`config.mk`:
```
export PLATFORM = sky130hd
export DESIGN_NAME = pyc_queue_flex
export DESIGN_NICKNAME = d
export VERILOG_FILES = /design/src/rtl/pyc_queue_pkg.sv /design/src/rtl/pyc_queue_ptr.sv /design/src/rtl/pyc_queue_flex.sv
export SDC_FILE = /design/constraint.sdc
export NUM_CORES = 1
export LEC_CHECK = 0
export BUFFER_PORTS_ARGS = -buffer_cell sky130_fd_sc_hd__buf_4
export CAP_MARGIN = 20
export CORE_MARGIN = 2
export CORE_UTILIZATION = 23
export DETAILED_ROUTE_END_ITERATION = 16
export GPL_TIMING_DRIVEN = 1
export MAX_ROUTING_LAYER = met4
export PLACE_DENSITY = 0.48
export SLEW_MARGIN = 20
export SYNTH_ARGS = -nofsm -noshare
export SYNTH_HDL_FRONTEND = slang
export SYNTH_SLANG_ARGS = --single-unit
```
`constraint.sdc`:
```
create_clock -name clk -period 1.98 [get_ports clk]
set_input_delay 0.396 -clock clk [delete_from_list [all_inputs] [get_ports clk]]
set_output_delay 0.396 -clock clk [all_outputs]
set_load 0.01 [all_outputs]
```
`src/rtl/pyc_queue_pkg.sv`:
```
// Shared sizing helpers for pyCircuit queues and FIFOs: counter and pointer widths
// derived from an entry count that need not be a power of two.
package pyc_queue_pkg;

    // Width able to hold 0..depth inclusive.
    function automatic int cnt_w(input int depth);
        return $clog2(depth + 1);
    endfunction

    // Width able to index depth entries; never narrower than one bit.
    function automatic int ptr_w(input int depth);
        return (depth > 1) ? $clog2(depth) : 1;
    endfunction

endpackage

```
`src/rtl/pyc_queue_ptr.sv`:
```
// Modulo-DEPTH wrap counter used as a queue read or write pointer.
// clr has priority over inc; rst returns the pointer to entry 0.
module pyc_queue_ptr
    import pyc_queue_pkg::*;
#(
    parameter int DEPTH = 2
) (
    input  logic                      clk,
    input  logic                      rst,
    input  logic                      clr,
    input  logic                      inc,
    output logic [ptr_w(DEPTH)-1:0]   ptr
);

    localparam int PW = ptr_w(DEPTH);

    logic [PW-1:0] ptr_reg;
    logic [PW-1:0] ptr_next;

    // Explicit wrap compare so non-power-of-two depths skip the unused codes.
    always_comb begin
        ptr_next = ptr_reg;
        if (clr) begin
            ptr_next = '0;
        end else if (inc) begin
            ptr_next = (ptr_reg == PW'(DEPTH - 1)) ? '0 : ptr_reg + 1'b1;
        end
    end

    always_ff @(posedge clk) begin
        if (rst) begin
            ptr_reg <= '0;
        end else begin
            ptr_reg <= ptr_next;
        end
    end

    assign ptr = ptr_reg;

endmodule

```
`src/rtl/pyc_queue_flex.sv`:
```
// Ready/valid queue of arbitrary depth with optional FLOW bypass and PIPE pass-through.
// Define PYC_QUEUE_FLUSH_EN to make the flush port live; otherwise flush is ignored.
module pyc_queue_flex
    import pyc_queue_pkg::*;
#(
    parameter int WIDTH        = 1,
    parameter int DEPTH        = 2,
    parameter int FLOW         = 0,
    parameter int PIPE         = 0,
    parameter int AFULL_THRESH = DEPTH - 1
) (
    input  logic                      clk,
    input  logic                      rst,
    input  logic                      flush,
    input  logic                      in_valid,
    output logic                      in_ready,
    input  logic [WIDTH-1:0]          in_data,
    output logic                      out_valid,
    input  logic                      out_ready,
    output logic [WIDTH-1:0]          out_data,
    output logic [cnt_w(DEPTH)-1:0]   count,
    output logic                      empty,
    output logic                      full,
    output logic                      almost_full
);

    localparam int CW = cnt_w(DEPTH);
    localparam int PW = ptr_w(DEPTH);

    generate
        if (DEPTH < 1) begin : g_depth_chk
            $error("pyc_queue_flex: DEPTH must be at least 1");
        end
        if (AFULL_THRESH < 1 || AFULL_THRESH > DEPTH) begin : g_afull_chk
            $error("pyc_queue_flex: AFULL_THRESH must lie in 1..DEPTH");
        end
    endgenerate

    logic [WIDTH-1:0] mem [DEPTH];
    logic [CW-1:0]    count_reg;
    logic [CW-1:0]    count_next;
    logic [PW-1:0]    rd_ptr;
    logic [PW-1:0]    wr_ptr;
    logic             flush_eff;
    logic             hold;
    logic             is_empty;
    logic             is_full;
    logic             enq;
    logic             deq;
    logic             bypass;
    logic             wr_en;
    logic             rd_en;

`ifdef PYC_QUEUE_FLUSH_EN
    assign flush_eff = flush;
`else
    logic unused_flush;
    assign unused_flush = flush;
    assign flush_eff    = 1'b0;
`endif

    always_comb begin
        is_empty  = (count_reg == '0);
        is_full   = (count_reg == CW'(DEPTH));
        hold      = rst | flush_eff;
        in_ready  = !hold && (!is_full || (PIPE != 0 && out_ready));
        out_valid = !hold && (!is_empty || (FLOW != 0 && in_valid));
        out_data  = (FLOW != 0 && is_empty) ? in_data : mem[rd_ptr];
        enq       = in_valid && in_ready;
        deq       = out_valid && out_ready;
        // An empty FLOW queue hands the datum straight through without touching storage.
        bypass    = (FLOW != 0) && is_empty && enq && deq;
        wr_en     = enq && !bypass;
        rd_en     = deq && !bypass;
        count_next = count_reg;
        if (wr_en && !rd_en) begin
            count_next = count_reg + 1'b1;
        end else if (rd_en && !wr_en) begin
            count_next = count_reg - 1'b1;
        end
    end

    always_ff @(posedge clk) begin
        if (wr_en) begin
            mem[wr_ptr] <= in_data;
        end
    end

    always_ff @(posedge clk) begin
        if (hold) begin
            count_reg <= '0;
        end else begin
            count_reg <= count_next;
        end
    end

    pyc_queue_ptr #(.DEPTH(DEPTH)) u_wr_ptr (
        .clk (clk),
        .rst (rst),
        .clr (flush_eff),
        .inc (wr_en),
        .ptr (wr_ptr)
    );

    pyc_queue_ptr #(.DEPTH(DEPTH)) u_rd_ptr (
        .clk (clk),
        .rst (rst),
        .clr (flush_eff),
        .inc (rd_en),
        .ptr (rd_ptr)
    );

    assign count       = count_reg;
    assign empty       = is_empty;
    assign full        = is_full;
    assign almost_full = (count_reg >= CW'(AFULL_THRESH));

endmodule

```
# [Yosys cells after proc, flatten, opt, wreduce, memory -nomap -nowiden]
# Memories as Yosys holds them, arrays and structs flattened. A register that Yosys moved wholly into a read port is not among the register bits.
# Cells that the tools add are included.
[classes] n_addsub=4 magnitude_cmp=1 eq_ne=1 muxes=8 n_reduce_logical=13
[op_table] cell="logical AND 1 bit" n=6
[op_table] cell="two-way mux 1 bit" n=6
[op_table] cell="logical NOT 1 bit" n=5
[op_table] cell="two-way mux 2 bit" n=2
[op_table] cell="adder 1 bit (second input constant)" n=2
[op_table] cell="adder 2 x 1 -> 2 bit (second input constant)" n=1
[op_table] cell="equality test 2 bit (second input constant)" n=1
[op_table] cell=">= comparator 2 x 1 -> 1 bit (second input constant)" n=1
[op_table] cell="logical NOT 2 bit" n=1
[op_table] cell="nonzero test 2 bit" n=1
[op_table] cell="subtractor 2 x 1 -> 2 bit (second input constant)" n=1
[word_totals] reg_bits=4 ramBits=2 out_inout_bits=8 mem_count=1
[mem_list] name="mem" depth=2 word_bits=1 read_ports=1 rd_ports_with_merged_regs=1 write_ports=1 line_no="pyc_queue_flex.sv:39" text="logic [WIDTH-1:0] mem [DEPTH];"

# [Longest topological paths before layout]
# Gate-level depths: netlist of the first run.
[logic_depth] word_depth=8 ltp_mapped=8 depth_no_buf=8

# [By module]
# From an unflattened synthesis of the first run, not the netlist that was laid out.
[hier_totals] cells_unflattened=31 area_unflattened_um2=334.1
[modules_own_cells] mod="pyc_queue_flex" n_inst=1 cells_per_inst=25 area_per_inst_um2=256.5 seq_area_each_um2=100.1
[modules_own_cells] mod="pyc_queue_ptr" n_inst=2 cells_per_inst=3 area_per_inst_um2=38.8 seq_area_each_um2=20.0

# [Worst setup path after synthesis of the first run]
# No wires, ideal clock.
[synth_path] path_type="flip-flop to flip-flop" from="register count_reg[0] (netlist: count[0])" to="register count_reg[1] (netlist: count[1])" setup_ns=0.114 t_arrival_ns=1.569 t_required_ns=1.866 path_slack_ns=0.296 stages_incl_launch_ff=8 path_buffers=0 synth_period_minus_slack_ns=1.684 cell_sequence="dfxtp_1 inv_1 ha_1 nor2_1 nand2_1 ha_1 mux2i_1 nor2_1"
[synth_between] elab_chain_len=7 word_cells_on_any_way=17
[synth_rtl] element="from (decl)" line_no="pyc_queue_flex.sv:40" text="logic [CW-1:0] count_reg;"
[synth_rtl] element="from (signal assigned)" line_no="pyc_queue_flex.sv:93" text="count_reg <= count_next;"
[synth_rtl] element="logical NOT 2 bit (*)" line_no="pyc_queue_flex.sv:63" text="is_empty = (count_reg == '0);"
[synth_rtl] element="net empty" line_no="pyc_queue_flex.sv:22" text="output logic empty,"
[synth_rtl] element="logical NOT 1 bit (*)" line_no="pyc_queue_flex.sv:67" text="out_valid = !hold && (!is_empty || (FLOW != 0 && in_valid));"
[synth_rtl] element="logical AND 1 bit (*)" line_no="pyc_queue_flex.sv:67"
[synth_rtl] element="net out_valid" line_no="pyc_queue_flex.sv:18" text="output logic out_valid,"
[synth_rtl] element="logical AND 1 bit (*)" line_no="pyc_queue_flex.sv:70" text="deq = out_valid && out_ready;"
[synth_rtl] element="logical NOT 1 bit" line_no="pyc_queue_flex.sv:76" text="if (wr_en && !rd_en) begin"
[synth_rtl] element="logical AND 1 bit" line_no="pyc_queue_flex.sv:76"
[synth_rtl] element="two-way mux 2 bit or nonzero test 2 bit (tied branches)"
# The timed path passes the listed nets; every way through them passes the cells marked *. The select of a mux whose other input is x is not followed.
# A chain may end at the register's enable or synchronous reset.

# [Worst setup path after layout of the first run]
[layout_path] from="register count_reg[0] (netlist: count[0])" to="output in_ready"
[layout_between] elab_chain_len=3
[layout_rtl] element="equality test 2 bit" line_no="pyc_queue_flex.sv:64" text="is_full = (count_reg == CW'(DEPTH));"
[layout_rtl] element="logical NOT 1 bit" line_no="pyc_queue_flex.sv:66" text="in_ready = !hold && (!is_full || (PIPE != 0 && out_ready));"
[layout_rtl] element="logical AND 1 bit" line_no="pyc_queue_flex.sv:66"
[layout_rtl] element="to (decl)" line_no="pyc_queue_flex.sv:16" text="output logic in_ready,"
# No other way between the ends.

==> results.md, run 1 <==
- The insertion delay to the later sink of the worst-skew pair is 0.25 ns.
- The total I/O pin count is 14.
- The worst hold slack across all endpoints is 0.333 ns.
- The signal on the critical path passes through inv_1 > ha_1 > nor2_2 > buf_4.
- On the final layout, the worst clock skew is between 0.002 and 0.0025 ns.
- The initial utilization of the core area, before any placement, comes to 24.0%.
- The share of post-route cells with drive strength above 1 is 40.8%.
- The post-CTS resize count is 0.
- For this design the ratio of total power to cell area is between 1000 and 1500 nW/µm².
- The via count of the first global-routing pass is between 200 and 300.
- The setup TNS after final layout is 0 ns.
- The tree built by TritonCTS fans out to 7 sinks.
- The top cell type by area accounts for around 28% of the synthesized area.
- The total area inside the core boundary comes to 1470 µm².
- The number of routed nets with antenna violations is 0.
- TritonCTS built the clock tree.
- The first global-routing pass estimated approximately 1.0 mm of wire.
- The die width is 43.2 µm.
- The die is about 43 µm tall.
- After clock tree synthesis, the setup repair step added 0 buffers.
- STA puts the critical path data arrival time at 1.25 ns.
- The transition time of the tightest slew-check pin is ~0.19 ns.
- The highest clock rate is 609 MHz.
- The routed via count is between 200 and 300.
- The delay of the slowest critical-path stage is around 0.36 ns.
- For this design, the CTS-stage hold fixing added 0 buffers.
- A synthesized cell averages between 10 and 15 µm².
- The largest vdd supply drop is about 0.55 mV.
- Setup repair after global routing left no endpoint under its margin.
- The number of instances in the synthesized netlist is 33.
- The clock period minus worst slack is around 1.6 ns.
- The number of violations of the max-capacitance limit is 0.
- After clock tree synthesis, the clock-pin slew on the worst setup and hold paths is 0.05 ns.
- The warning count from the yosys run is 0.
- The pin count of the biggest net entering global routing is 8.
- The total power of the final layout is roughly 570 µW.
- Dividing the detail-routed wire length by the instance count gives 9.08 µm.
- The final number of max-transition violations was 0.
- The path type of the worst setup path is flop to output pin.
- The number of nets in the synthesized netlist is between 40 and 50.
- The worst setup path is launched from a flop.
- Clock tree synthesis inserted a total of 3 buffers.
- Sequential elements use a little under half of the synthesized area.
- Relative to the synthesized area, the layout overhead comes to 38.7%.
- The slowest stage of the critical path belongs to the cell dfxtp_1.
- Dividing the detail-routed via count by the number of cells gives 3.98.
- The die covers 1860 µm².
- The required time of the critical path is about 1.6 ns.
- In the final design database the tool counted 60 nets.
- The wire length reported by the detailed router is a little under 600 µm.
- By area the synthesized netlist is led by dfxtp_1 (28%), edfxtp_1 (17%), ha_1 (14%), xnor2_1 (7.4%), nor2_1 (6.4%).
- The headroom to the max-slew limit is between 80% and 90%.
- After global routing the overflow that remains totals 0.
- The cell at the root of the clock tree is clkbuf_4.
- The finished layout holds between 60 and 70 standard cells, fillers aside.
- The worst hold path class is input port to flop.
- The final RePlAce weighted congestion is approximately 0.65.
- The run finished with clean final reports.
- The count of unresolved DRC violations after routing is 0.
- The repair_antennas step left the layout with diodes totalling 0.
- Before antenna repair, the detailed router went through 4 iterations.
- The number of port buffers is 12.
- After synthesis the netlist holds a flip-flop and latch count of 7.
- The mapped netlist covers 353 µm².
- In this run the worst path has a maximum fanout of 3.
- The H-tree depth reported by CTS is 1.
- The fraction of the cycle the final worst path needs is approximately 83%.
- The number of failing hold endpoints at the final stage was 0.
- The number of antenna violations at the first check in global routing is 0.
- The final-report setup violation count is 0.
- The cell count after placement is 61.
- The cell row count is 14.
- The leakage power total is 0.000228 µW.
- STA classifies the critical path endpoint as an output pin.
- The synthesized design spends more area on one cell type than any other, namely dfxtp_1.
- The global router's overall resource usage is 8.21%.
- The number of different library cells used by synthesis comes to 15.
- In this run, the number of DRC markers left after iteration 0 of detailed routing was 1.
- The buffer depth of the longest clock path is 2.
## cell type report
| class | count | area, µm² |
|---|---|---|
| fillers | 164 | 982 |
| flip-flops and latches | 7 | 160 |
| multi-input cells | 23 | 181 |
| clock buffers | 4 | 26.3 |
| well taps | 16 | 20.0 |
| repair buffers | 12 | 90.1 |
| inverters | 3 | 11.3 |
## layer usage
metal  wire (µm)  track usage [%]  vias to the layer above
li1            -                -                      135
met1         248             8.29                      117
met3          48             6.38                        0
met2         293             12.5                        7
met4           0             1.82                        0
met5           0                -                        -
## worst max-delay path: cells and delay by family (launching register included)
kind	cells	cell delay [ns]
fa+ha+maj	1	0.25
flops	1	0.36
buf+inv	2	0.24
simple gates	1	0.15
## stage by stage
stage	utilization [%]	worst slack (ns)	cell area, µm²
floorplan	-	0.296	353
global route	33.2	0.250	489
finish	33.2	0.338	489
detailed placement	31.5	0.422	463
global placement	31.5	0.391	463
CTS	33.2	0.316	489
## cell usage after synthesis
library cell and number:
edfxtp_1 2, nor2_2 1, dfxtp_1 5, xor2_1 1, ha_1 4, xnor2_1 3, nor2_1 6, inv_1 3
and3_2 1, and2_4 1, nand2_1 1, mux2_2 1, mux2i_1 1, nor2b_4 1, nor2b_1 2
## logic make-up (layout without fill, tap and decap cells)
kind of cell / count (synthesis) / in the layout / synth area share (%)
xor+xnor: 4 / 4 / 9.93
simple gates: 13 / 13 / 21.3
flops: 7 / 7 / 45.4
fa+ha+maj: 4 / 4 / 14.2
buf+inv: 3 / 19 / 3.19
mux: 2 / 2 / 6.03
## placed cells by master, fill, tap and decap left out, drive strengths merged
cell type / n
dfxtp: 5
mux2: 1
edfxtp: 2
mux2i: 1
ha: 4
and3: 1
xor2: 1
nor2b: 3
clkbuf: 4
and2: 1
buf: 12
xnor2: 3
nand2: 1
inv: 3
nor2: 7
## report_power, final
part / internal (µW) / leakage (µW) / total [µW] / switching [µW]
clock: 76.8 / 0.0000150 / 128 / 50.8
sequential: 178 / 0.0000595 / 201 / 22.2
combinational: 133 / 0.000153 / 245 / 112
total: 388 / 0.000228 / 573 / 185
## path summary, 6_finish.rpt
path / cells past startpoint / start / end / slack, ns
setup / recovery: 4 / count[0] / in_ready / 0.34
hold / removal: 1 / in_data / mem[1] / 0.33
setup reg to reg: 7 / count[0] / count[0] / 0.40
hold reg to reg: 2 / u_rd_ptr.ptr / flop / 0.52
No activity file was read; power rests on OpenSTA's default activity.
==> run 2, diff against run 1 <==
--- a/config.mk
+++ b/config.mk
@@ -12,7 +12,7 @@
 export DETAILED_ROUTE_END_ITERATION = 16
 export GPL_TIMING_DRIVEN = 1
 export MAX_ROUTING_LAYER = met4
-export PLACE_DENSITY = 0.48
+export PLACE_DENSITY = 0.49
 export SLEW_MARGIN = 20
 export SYNTH_ARGS = -nofsm -noshare
 export SYNTH_HDL_FRONTEND = slang
==> constraint.sdc (replaced) <==
create_clock -name clk -period 1.32 [get_ports clk]
set_input_delay 0.264 -clock clk [delete_from_list [all_inputs] [get_ports clk]]
set_output_delay 0.264 -clock clk [all_outputs]
set_load 0.01 [all_outputs]
==> results.md, run 2 (synthesis results as in run 1) <==
- The insertion delay to the later sink of the worst-skew pair is 0.25 ns (about the same).
- The via count of the first global-routing pass is 325 (was 268).
- The part of the power in the clock network was 16.9% (was 22.3%).
- The worst hold slack across all endpoints is 0.194 ns (was 0.333 ns).
- The share of power burned in combinational logic is 55.5% (was 42.7%).
- The H-tree depth reported by CTS is 1 (unchanged).
- The element type at the critical path start is a flop (unchanged).
- The number of buffers inserted during clock tree synthesis is 3 (unchanged).
- The internal reg-to-reg setup slack came to -0.03 ns (was 0.40 ns).
- The required time of the critical path is 1.06 ns (was 1.58 ns).
- The net count reported at finish is 69 (was 60).
- The worst hold path class is input port to flop (unchanged).
- The number of routed nets with antenna violations came to 0 (unchanged).
- The global-route met2 utilization was 14.3% (was 12.5%).
- The pin count of the biggest net entering global routing is 8 (unchanged).
- The total global routing overflow was 0 (unchanged).
- The buffer depth of the longest clock path is 2 (unchanged).
- The number of failing hold endpoints at the final stage is 0 (unchanged).
- The number of violations of the max-capacitance limit is 0 (unchanged).
- The path type of the worst setup path is flop to output pin (unchanged).
- The wire length reported by the detailed router is 700 µm (was 590 µm).
- The type of destination of the critical path is an output pin (unchanged).
- The die width came to 43.2 µm (unchanged).
- Most frequent cells in the layout: buf_4 (12), buf_6 (9), nor2_1 (5), ha_4 (4) (was buf_4 (12), nor2_1 (6), dfxtp_1 (5), ha_1 (4)).
- The fraction of the cycle the final worst path needs is 104%.
- The area of the core region is 1470 µm² (unchanged).
- The routed via count is 299 (was 259).
- The count of antenna diodes in the layout was 0 (unchanged).
- The final-report setup violation count came to 5 (was 0).
- The leakage power total came to 0.000289 µW (was 0.000228 µW).
- The total power per unit cell area is 1720 nW/µm² (was 1170 nW/µm²).
- The final reports fail on setup timing.
- The final number of max-transition violations was 0 (unchanged).
- The switching power is 368 µW (was 185 µW).
- The wire length of the first global-routing pass was 1.26 mm (was 1.05 mm).
- The initial DRC count is 1 (unchanged).
- The most crowded layer after global routing is met2 (unchanged).
- RSZ-0062 raised after global routing: true (was false).
- The cell at the root of the clock tree is clkbuf_4 (unchanged).
- The share of post-route cells with drive strength above 1 is 70.7% (was 40.8%).
- The final clock skew came to 0.00403 ns (was 0.00214 ns).
- The effective utilization at floorplan is 24.0% (unchanged).
- The number of antenna violations at the first check in global routing came to 0 (unchanged).
- The leading cell type in the layout, fill and taps excluded was buf_4 (unchanged).
- The fill cell instance count of the final layout is 154 (was 164).
- The first-pass iteration count of the detailed router is 2 (was 4).
- The cell row count was 14 (unchanged).
- The die height is 43.2 µm (unchanged).
- Counting I/O delays and the setup requirement, the final critical path takes 1.37 ns.
- The detailed-route vias per instance is 4.04 (was 3.98).
- The critical path arrival is 1.11 ns (was 1.25 ns).
- The global router's overall resource usage is 9.73% (was 8.21%).
- The smallest setup slack after layout is -0.0525 ns (was 0.338 ns).
- The fraction of power spent switching nets is 31.8% (was 32.3%).
- The largest fanout of any net on the critical path is 3 (unchanged).
- The clock-pin slew on the worst setup and hold paths is 0.05 ns (about the same).
- The average wire length per cell after detail routing was 9.46 µm (was 9.08 µm).
- The transition time of the tightest slew-check pin came to 0.178 ns (was 0.190 ns).
- The number of port buffers came to 12 (unchanged).
- The total I/O pin count is 14 (unchanged).
- The die outline area is 1860 µm² (unchanged).
- The detailed-placement wirelength estimate is 562 µm.
- The final RePlAce weighted congestion is 0.679 (was 0.647).
- The largest vdd supply drop was 0.698 mV (was 0.553 mV).
- Derived from the worst setup path, the maximum achievable clock frequency is around 730 MHz.
- The relative area change from synthesis to final layout is 90.4% (was 38.7%).
- The count of unresolved DRC violations after routing is 0 (unchanged).
- The total internal power is 790 µW (was 388 µW).
- The headroom to the max-slew limit was 88.0% (was 87.3%).
- The met1 global-route usage is 10.4% (was 8.29%).
- Run status: complete, but fails checks (was finished, final reports clean).
- The worst setup timing slack at the placement stage is -0.0754 ns (was 0.422 ns).
- The total power of the final layout is 1160 µW (was 573 µW).
- The met3 track utilization from global routing is 3.83% (was 6.38%).
- The number of clock sinks is 7 (unchanged).
- The sequential cell fraction of total power is 27.6% (was 35.0%).
- The CTS tree is built (unchanged).
==> run 2: critical path: stages, from the launching register on <==
cell and delay [ns]:
dfxtp_4 0.36, inv_6 0.04, ha_4 0.16, nor2_4 0.09
buf_6 0.10, buf_6 0.09
==> run 2: final cells by class <==
class | count | area (µm²) | area share, %
multi-input combinational | 23 | 246 | 36.7
timing repair buffer | 21 | 191 | 28.5
sequential | 7 | 169 | 25.1
clock buffer | 4 | 26.3 | 3.91
tap | 16 | 20.0 | 2.98
inverter | 3 | 18.8 | 2.79
==> run 2: routing by layer <==
metal  part of all wire [%]  routed length [µm]
met3                    7.3                  51
met2                     50                 350
met5                      0                   0
met4                    3.6                  25
met1                     39                 272
==> run 2: power by group through the flow <==
| stage | registers (µW) | clock network, µW | logic (µW) |
|---|---|---|---|
| 3_5_place_dp | 320 | 0 | 530 |
| 2_1_floorplan | 329 | 0 | 291 |
| 3_3_place_gp | 317 | 0 | 521 |
| 4_1_cts | 317 | 202 | 639 |
| 5_1_grt | 326 | 215 | 708 |
| 6_report | 320 | 196 | 642 |
==> run 2: path summary, 6_finish.rpt <==
check	to	cells after the start	from
worst min register to register	u_rd_ptr.ptr	2	u_rd_ptr.ptr
worst max-delay path	in_ready	5	count[0]
worst max register to register	count[1]	7	count[0]
worst min-delay path	mem[0]	1	in_data
==> run 2: timing repair <==
item,4_1_cts,5_1_grt
buffers inserted,1,1
gates cloned,0,0
setup endpoints to repair,7,8
gates resized for setup,12,2
hold buffers,0,0
pin swaps,6,3
==> run 2: per-stage QoR <==
step / util, % / TNS [ns] / area, µm² / std cells
final: 45.7 / -0.157 / 672 / 74
after CTS: 44.9 / -0.239 / 661 / 73
after floorplan: - / -0.108 / 418 / 33
after detailed placement: 39.5 / -0.0986 / 581 / 68
after global placement: 39.5 / -0.0368 / 581 / 68
after global routing: 45.7 / -0.484 / 672 / 74
